--- src/rtl/mem_line_master.sv ---
// Line-interface initiator: optional victim writeback, then optional fill.
// Drives slow_memory strobes and returns the fill line to the cache.
module mem_line_master #(
  parameter int ADDR_W   = 28,
  parameter int LINE_W   = 128,
  parameter int MAX_WAIT = 1023
) (
  input  logic              clk,
  input  logic              rst,
  input  logic              req_valid,
  output logic              req_ready,
  input  logic              req_dirty,
  input  logic              req_fill,
  input  logic [ADDR_W-1:0] req_wb_addr,
  input  logic [LINE_W-1:0] req_wb_data,
  input  logic [ADDR_W-1:0] req_fill_addr,
  output logic              resp_valid,
  output logic [LINE_W-1:0] resp_data,
  output logic              err_timeout,
  output logic              mem_read,
  output logic              mem_write,
  output logic [ADDR_W-1:0] mem_addr,
  output logic [LINE_W-1:0] mem_wdata,
  input  logic [LINE_W-1:0] mem_rdata,
  input  logic              mem_ready
);

  localparam int CNT_W = $clog2(MAX_WAIT + 1);
  localparam logic [CNT_W-1:0] WAIT_LAST = CNT_W'(MAX_WAIT - 1);

  typedef enum logic [2:0] {
    IDLE, WB, GAP, RD, DONE
  } state_t;

  state_t            state_q, state_d;
  logic              req_ready_q, req_ready_d;
  logic              resp_valid_q, resp_valid_d;
  logic [LINE_W-1:0] resp_data_q, resp_data_d;
  logic              err_q, err_d;
  logic              mem_read_q, mem_read_d;
  logic              mem_write_q, mem_write_d;
  logic [ADDR_W-1:0] mem_addr_q, mem_addr_d;
  logic [LINE_W-1:0] mem_wdata_q, mem_wdata_d;
  logic [CNT_W-1:0]  cnt_q, cnt_d;
  logic              fill_q, fill_d;
  logic [ADDR_W-1:0] fill_addr_q, fill_addr_d;

  logic strobe, hit, expire;

  // mem_ready only counts while one of our strobes is actually up
  assign strobe = mem_read_q | mem_write_q;
  assign hit    = strobe & mem_ready;
  assign expire = strobe & ~mem_ready & (cnt_q == WAIT_LAST);

  always_comb begin
    state_d      = state_q;
    req_ready_d  = (state_q == IDLE);
    resp_valid_d = 1'b0;
    resp_data_d  = resp_data_q;
    err_d        = err_q;
    mem_read_d   = mem_read_q;
    mem_write_d  = mem_write_q;
    mem_addr_d   = mem_addr_q;
    mem_wdata_d  = mem_wdata_q;
    cnt_d        = cnt_q;
    fill_d       = fill_q;
    fill_addr_d  = fill_addr_q;
    unique case (state_q)
      IDLE: begin
        if (req_valid && req_ready_q) begin
          req_ready_d = 1'b0;
          fill_d      = req_fill;
          fill_addr_d = req_fill_addr;
          cnt_d       = '0;
          if (req_dirty) begin
            state_d     = WB;
            mem_addr_d  = req_wb_addr;
            mem_wdata_d = req_wb_data;
          end else if (req_fill) begin
            state_d    = RD;
            mem_addr_d = req_fill_addr;
          end else begin
            state_d      = DONE;
            resp_valid_d = 1'b1;
          end
        end
      end
      WB: begin
        if (!mem_write_q) begin
          mem_write_d = 1'b1;
        end else if (hit) begin
          mem_write_d = 1'b0;
          if (fill_q) begin
            state_d    = GAP;
            mem_addr_d = fill_addr_q;
          end else begin
            state_d      = DONE;
            resp_valid_d = 1'b1;
          end
        end else if (expire) begin
          mem_write_d  = 1'b0;
          err_d        = 1'b1;
          state_d      = DONE;
          resp_valid_d = 1'b1;
        end else begin
          cnt_d = cnt_q + CNT_W'(1);
        end
      end
      // read strobe is raised leaving GAP so the gap is exactly one cycle
      GAP: begin
        state_d    = RD;
        mem_read_d = 1'b1;
        cnt_d      = '0;
      end
      RD: begin
        if (!mem_read_q) begin
          mem_read_d = 1'b1;
        end else if (hit) begin
          mem_read_d   = 1'b0;
          resp_data_d  = mem_rdata;
          state_d      = DONE;
          resp_valid_d = 1'b1;
        end else if (expire) begin
          mem_read_d   = 1'b0;
          err_d        = 1'b1;
          state_d      = DONE;
          resp_valid_d = 1'b1;
        end else begin
          cnt_d = cnt_q + CNT_W'(1);
        end
      end
      DONE: begin
        state_d = IDLE;
      end
      default: begin
        state_d = IDLE;
      end
    endcase
  end

  always_ff @(posedge clk) begin
    if (rst) begin
      state_q      <= IDLE;
      req_ready_q  <= 1'b1;
      resp_valid_q <= 1'b0;
      resp_data_q  <= '0;
      err_q        <= 1'b0;
      mem_read_q   <= 1'b0;
      mem_write_q  <= 1'b0;
      mem_addr_q   <= '0;
      mem_wdata_q  <= '0;
      cnt_q        <= '0;
      fill_q       <= 1'b0;
      fill_addr_q  <= '0;
    end else begin
      state_q      <= state_d;
      req_ready_q  <= req_ready_d;
      resp_valid_q <= resp_valid_d;
      resp_data_q  <= resp_data_d;
      err_q        <= err_d;
      mem_read_q   <= mem_read_d;
      mem_write_q  <= mem_write_d;
      mem_addr_q   <= mem_addr_d;
      mem_wdata_q  <= mem_wdata_d;
      cnt_q        <= cnt_d;
      fill_q       <= fill_d;
      fill_addr_q  <= fill_addr_d;
    end
  end

  assign req_ready   = req_ready_q;
  assign resp_valid  = resp_valid_q;
  assign resp_data   = resp_data_q;
  assign err_timeout = err_q;
  assign mem_read    = mem_read_q;
  assign mem_write   = mem_write_q;
  assign mem_addr    = mem_addr_q;
  assign mem_wdata   = mem_wdata_q;

endmodule

--- config.mk ---
export PLATFORM = sky130hd
export DESIGN_NAME = mem_line_master
export DESIGN_NICKNAME = d
export VERILOG_FILES = /design/src/rtl/mem_line_master.sv
export SDC_FILE = /design/constraint.sdc
export NUM_CORES = 1
export LEC_CHECK = 0
export CAP_MARGIN = 15
export CORE_AREA = 5 5 235 237
export CTS_BUF_LIST = sky130_fd_sc_hd__clkbuf_2
export DETAILED_ROUTE_END_ITERATION = 12
export DIE_AREA = 0 0 240 242
export SYNTH_ARGS = -nofsm -noshare
export SYNTH_HDL_FRONTEND = slang
export SYNTH_SLANG_ARGS = --single-unit
--- constraint.sdc ---
create_clock -name clk -period 1.9 [get_ports clk]
set_clock_uncertainty 0.2 [all_clocks]
set_input_delay 0.38 -clock clk [delete_from_list [all_inputs] [get_ports clk]]
set_output_delay 0.38 -clock clk [all_outputs]
set_load 0.01 [all_outputs]
Word level (Yosys, flattened, before mapping). Cells that the tools add are included.

Bits in registers: 331. Logic and storage cells: 86. Output and inout bits: 289. Bits of input ports: 318.

Mux-type cells: 45. Eq/ne operators: 10. Bitwise logic cells: 5. Reductions and logical operators: 13. Add/subtract/negate cells: 1.

Operator list (count): $mux 28 (6); $pmux 28 s2 (1); $mux 10 (5); $pmux 10 s4 (1); $mux 3 (9); $mux 1 (19); $pmux 3 s4 (1); $reduce_and 3->1 (4); $add 10x1->10 const B (1); $eq 10x10->1 const B (1); $ne 2x2->1 const B (4); $eq 3x2->1 const B (2); $reduce_and 6->1 (1); $reduce_bool 2->1 (3); $pmux 1 s2 (2); $reduce_and 4->1 (1); $reduce_bool 4->1 (1); $and 1x1->1 (3); $eq 3x1->1 const B (1); $logic_not 3->1 (1); $ne 3x3->1 const B (1); $pmux 1 s3 (1); $ne 2x1->1 const B (1); $reduce_and 2->1 (1); other kinds (3) (3).

Logic depth before layout (Yosys ltp).
Depth after elaboration: 7. Gate-level depth with buffers: 8. Mapped depth without buffers: 6.

Worst setup path after synthesis. Ideal clock, no wire load.

Path type: reg-to-reg. From: reg mem_read_q, in the netlist mem_read. To: reg cnt_q[1]. Stages on the path, launching flop included: 7. Clock period less this slack: 2.164 ns. Library setup time: 0.070 ns. Buffers on the path: 2. Slack: -0.264 ns. Data required time: 1.630 ns. Data arrival time: 1.893 ns. Cells stage by stage: dfxtp_1 buf_2 mux2i_1 a2111o_1 buf_6 or4_1 a21oi_1.

Cells in the longest elaborated chain, start to end: 7. Elaborated cells on any way between the ends: 11. Those cells by class: eq/ne: 1; mux: 5; bitwise: 4; reduce/logical: 1.

RTL lines: start: declaration (line 40) `logic mem_read_q, mem_read_d;`; start signal: assignment (line 161) `mem_read_q <= mem_read_d;`; $or 1x1->1 (line 51) `assign strobe = mem_read_q | mem_write_q;`; $and 1x1->1 (2 in series) (line 53) `assign expire = strobe & ~mem_ready & (cnt_q == WAIT_LAST);`; $mux 10 (2 in series); $mux 10, on equally long branches; $pmux 10 s4; end signal: assignment (line 165) `cnt_q <= cnt_d;`; end: declaration (line 44) `logic [CNT_W-1:0] cnt_q, cnt_d;`.

Several ways; a longest one is shown, not always the timed one. The select of a mux whose other input is x is not followed. A chain may end at the register's enable or synchronous reset.

Worst setup path after layout.
From: reg mem_write_q, in the netlist mem_write. To: out mem_write.

RTL lines: start: declaration (line 41) `logic mem_write_q, mem_write_d;`; start signal: assignment (line 162) `mem_write_q <= mem_write_d;`; end: declaration (line 21) `output logic mem_write,`.

No word-level cell between the ends.

==> results.yml <==
outcome:
  status: "complete, but fails checks"
  violations: "setup timing"
flow_run:
  maxCapViolCount: 0
finish:
  final_cell_mix: "nand2_1 (436), buf_6 (326), dlygate4sd3_1 (319)"
  nets: 3002
  drive_above_1_share_pct: 46.6
  final_cell_count_no_fill: 3444
  final_common_cell: "nand2_1"
  syn_to_final_growth_pct: 129
synthesis:
  synth_ff_type: "dfxtp_1"
  synth_area_mm2: 0.0124
  synth_top_family_by_area: "simple AND/OR/NAND/NOR gates"
  ys_seq_elements: 331
  synthCells: 1562
  synth_xor_area_share_pct: 0
  synth_warnings: 0
  synthMuxAreaShare_pct: 2.59
  synth_compound_area_share_pct: 18.6
  synth_seq_area_share_pct: 53.5
  synth-simple-area-share_pct: 20.8
  synth_area_leader_cell: "dfxtp_1"
  avgSynthCellArea_um2: 7.93
  synth_top_area_share_pct: 53.5
  synth_nets: 1882
  synth_cell_types: 42
  ys_top_cells_by_area: "dfxtp_1 (54%), nand2_1 (18%), a21oi_1 (13%)"
  synth_fa_ha_area_share_pct: 0.202
  synth-async-reset-ratio_pct: 0
  synth-edff-count: 0
cts:
  cts_buffers: 93
  clock_path_buffers: 3
  clk_pin_slew_worst_paths_ns: 0.09
  cts_tree: "built"
  htree_levels: 3
  cts_root_buf: "clkbuf_2"
  clock_sinks: 331
  clk_latency_ns: 0.99
detailed_routing:
  postRouteAntennaNets: 0
  wl_per_cell_um: 19.9
  vias: 16200
  post-route-drc-count: 0
  first_iter_violations: 701
  wirelength_um: 68400
  vias_per_cell: 4.71
  dr.pass1.iters: 4
timing:
  fin_tns_setup_ns: -73.02
  setup_viol: 579
  clock.fmax_mhz: 445
  tightest_slew_ns: 0.618
  max_slew_margin_pct: 58.8
  period_needed_ns: 2.24
  fin_crit_sh_pct: 118
  rsz0062_at_grt: "true"
  final-hold-violation-count: 0
  setup_slack_ns: -0.345
  report.final.slew_viol_count: 0
pwr:
  p_clk_share_pct: 23.2
  ir_drop_uv: 560
  swShare_pct: 35.0
  seq_power_share_pct: 34.4
  internal-power_mw: 15.4
  power_switching_mw: 8.32
  combPwrFrac_pct: 42.4
  p_leak_nw: 11.7
  power_density_mw_per_mm2: 837
global_routing:
  grt_use_met3_pct: 5.95
  globalRouteMet1Util_pct: 21.1
  grt_pass1_vias: 16200
  grt_antenna_before_repair: 7
  grt_remaining_overflow: 0
  gr-usage-met2_pct: 32.3
  grt-busiest-layer: "met2"
  grt_start_max_net_pins: 76
  grt_use_total_pct: 18.8
  grt_pass1_wl_um: 88300
placement:
  place_inst: 2825
  portBuffers: 606
  hpwl_um: 36300
  globalplace.congestion: 0.850
floorplan:
  die_h_um: 242
  ios: 607
  core_mm2: 0.0531
  die-area_mm2: 0.0581
  die_width_um: 240
  rows: 85
  initial_utilization_pct: 23.3
setup_path:
  critPathLaunch: "mem_write$_SDFFE_PP0P_"
  startpoint_type: "flip-flop"
  crit_type: "reg2out"
  cp.required_ns: 1.32
  endpoint_kind: "output port"
  crit_path_max_fanout: 2
  r2r-start: "state_q[0]$_SDFFE_PP0P_"
  arrival_ns: 1.66
min_path:
  min_from: "fill_addr_q[1]$_SDFFE_PP0P_"
  hp-class: "reg2reg"
-- logic make-up after synthesis --
logic type | count (synthesis)
AND/OR/NAND/NOR | 656
AO/OA/AOI/OAI | 407
flip-flops | 331
buffers and inverters | 134
multiplexers | 32
adder cells (fa/ha/maj) | 2
-- metrics by stage --
stage	worst slack (ns)	total power [mW]	instance area [um2]	hold WS (ns)	util (%)
floorplan	-0.124	10.7	12500	0.237	-
global placement	-0.546	13.8	19800	0.240	37.3
detailed placement	-0.520	13.9	19800	0.246	37.3
CTS	-0.511	21.2	25200	0.0499	47.5
global route	-0.522	24.9	28400	0.0922	53.5
finish	-0.345	23.8	28400	0.262	53.5
-- state kept, by name, indices dropped and copies added (netlist names) --
register and flops:
req_ready 1, mem_read 1, mem_addr 28, err_timeout 1, resp_data 128, fill_addr_q 28, mem_wdata 128, fill_q 1
state_q 3, cnt_q 10, resp_valid 1, mem_write 1
-- layout make-up --
class                   count  area [um2]
multi-input cells        1099        6960
well taps                 696         871
inverters                   4        15.0
diodes                      7        17.5
clock inverters            17         155
fillers                  4256       24700
flip-flops and latches    331        7000
clock buffers             137         686
repair buffers           1153       12700
-- power groups by stage --
stage,Sequential [mW],Combinational [mW],Clock [mW]
finish,8.18,10.1,5.52
global route,8.23,10.6,6.13
CTS,8.12,7.43,5.71
detailed placement,8.08,5.83,0
global placement,8.06,5.75,0
floorplan,8.27,2.43,0
-- worst paths after layout --
| check | end | slack, ns | cells after the start |
|---|---|---|---|
| max | mem_write | -0.34 | 3 |
| min | fill_addr_q[1]$_SDFFE_PP0P_ | 0.26 | 2 |
| min reg2reg | fill_addr_q[1]$_SDFFE_PP0P_ | 0.26 | 2 |
| max reg2reg | mem_addr[13]$_SDFFE_PP0P_ | -0.28 | 8 |
-- per-layer routing --
layer,vias up,share of wire [%]
met5,-,0
met4,0,5.5
li1,7527,-
met2,763,50
met1,7701,37
met3,217,8.0
-- Yosys cell counts, types with 2 or more instances --
| cell type | number |
|---|---|
| or4_1 | 6 |
| nor2_1 | 33 |
| clkbuf_1 | 110 |
| a21oi_1 | 319 |
| o2111a_1 | 2 |
| o31a_1 | 2 |
| nor2b_1 | 2 |
| buf_1 | 5 |
| nand4_1 | 5 |
| nand3_1 | 6 |
| and3_1 | 3 |
| buf_2 | 13 |
| nor3_1 | 6 |
| o21ai_0 | 33 |
| and2_1 | 2 |
| ha_1 | 2 |
| dfxtp_1 | 331 |
| inv_1 | 4 |
| a2111o_1 | 30 |
| a21boi_0 | 5 |
| mux2i_1 | 32 |
| and4_1 | 2 |
| o31ai_1 | 6 |
| a21o_1 | 2 |
| nand2b_1 | 4 |
| nand2_1 | 579 |
| or3_1 | 3 |
-- critical path, stage by stage (launching register included) --
cell and delay [ns]:
dfxtp_2 0.34, buf_6 0.11, buf_6 0.11, buf_6 0.12
-- what timing repair did --
action,in CTS,in global routing
cloned,10,32
endpoints found under the setup margin,354,614
setup buffers,31,74
hold endpoints to repair,331,0
hold buffers,320,0
resized for setup,1825,514
pin swaps,12,242
No activity file was read; power rests on OpenSTA's default activity.
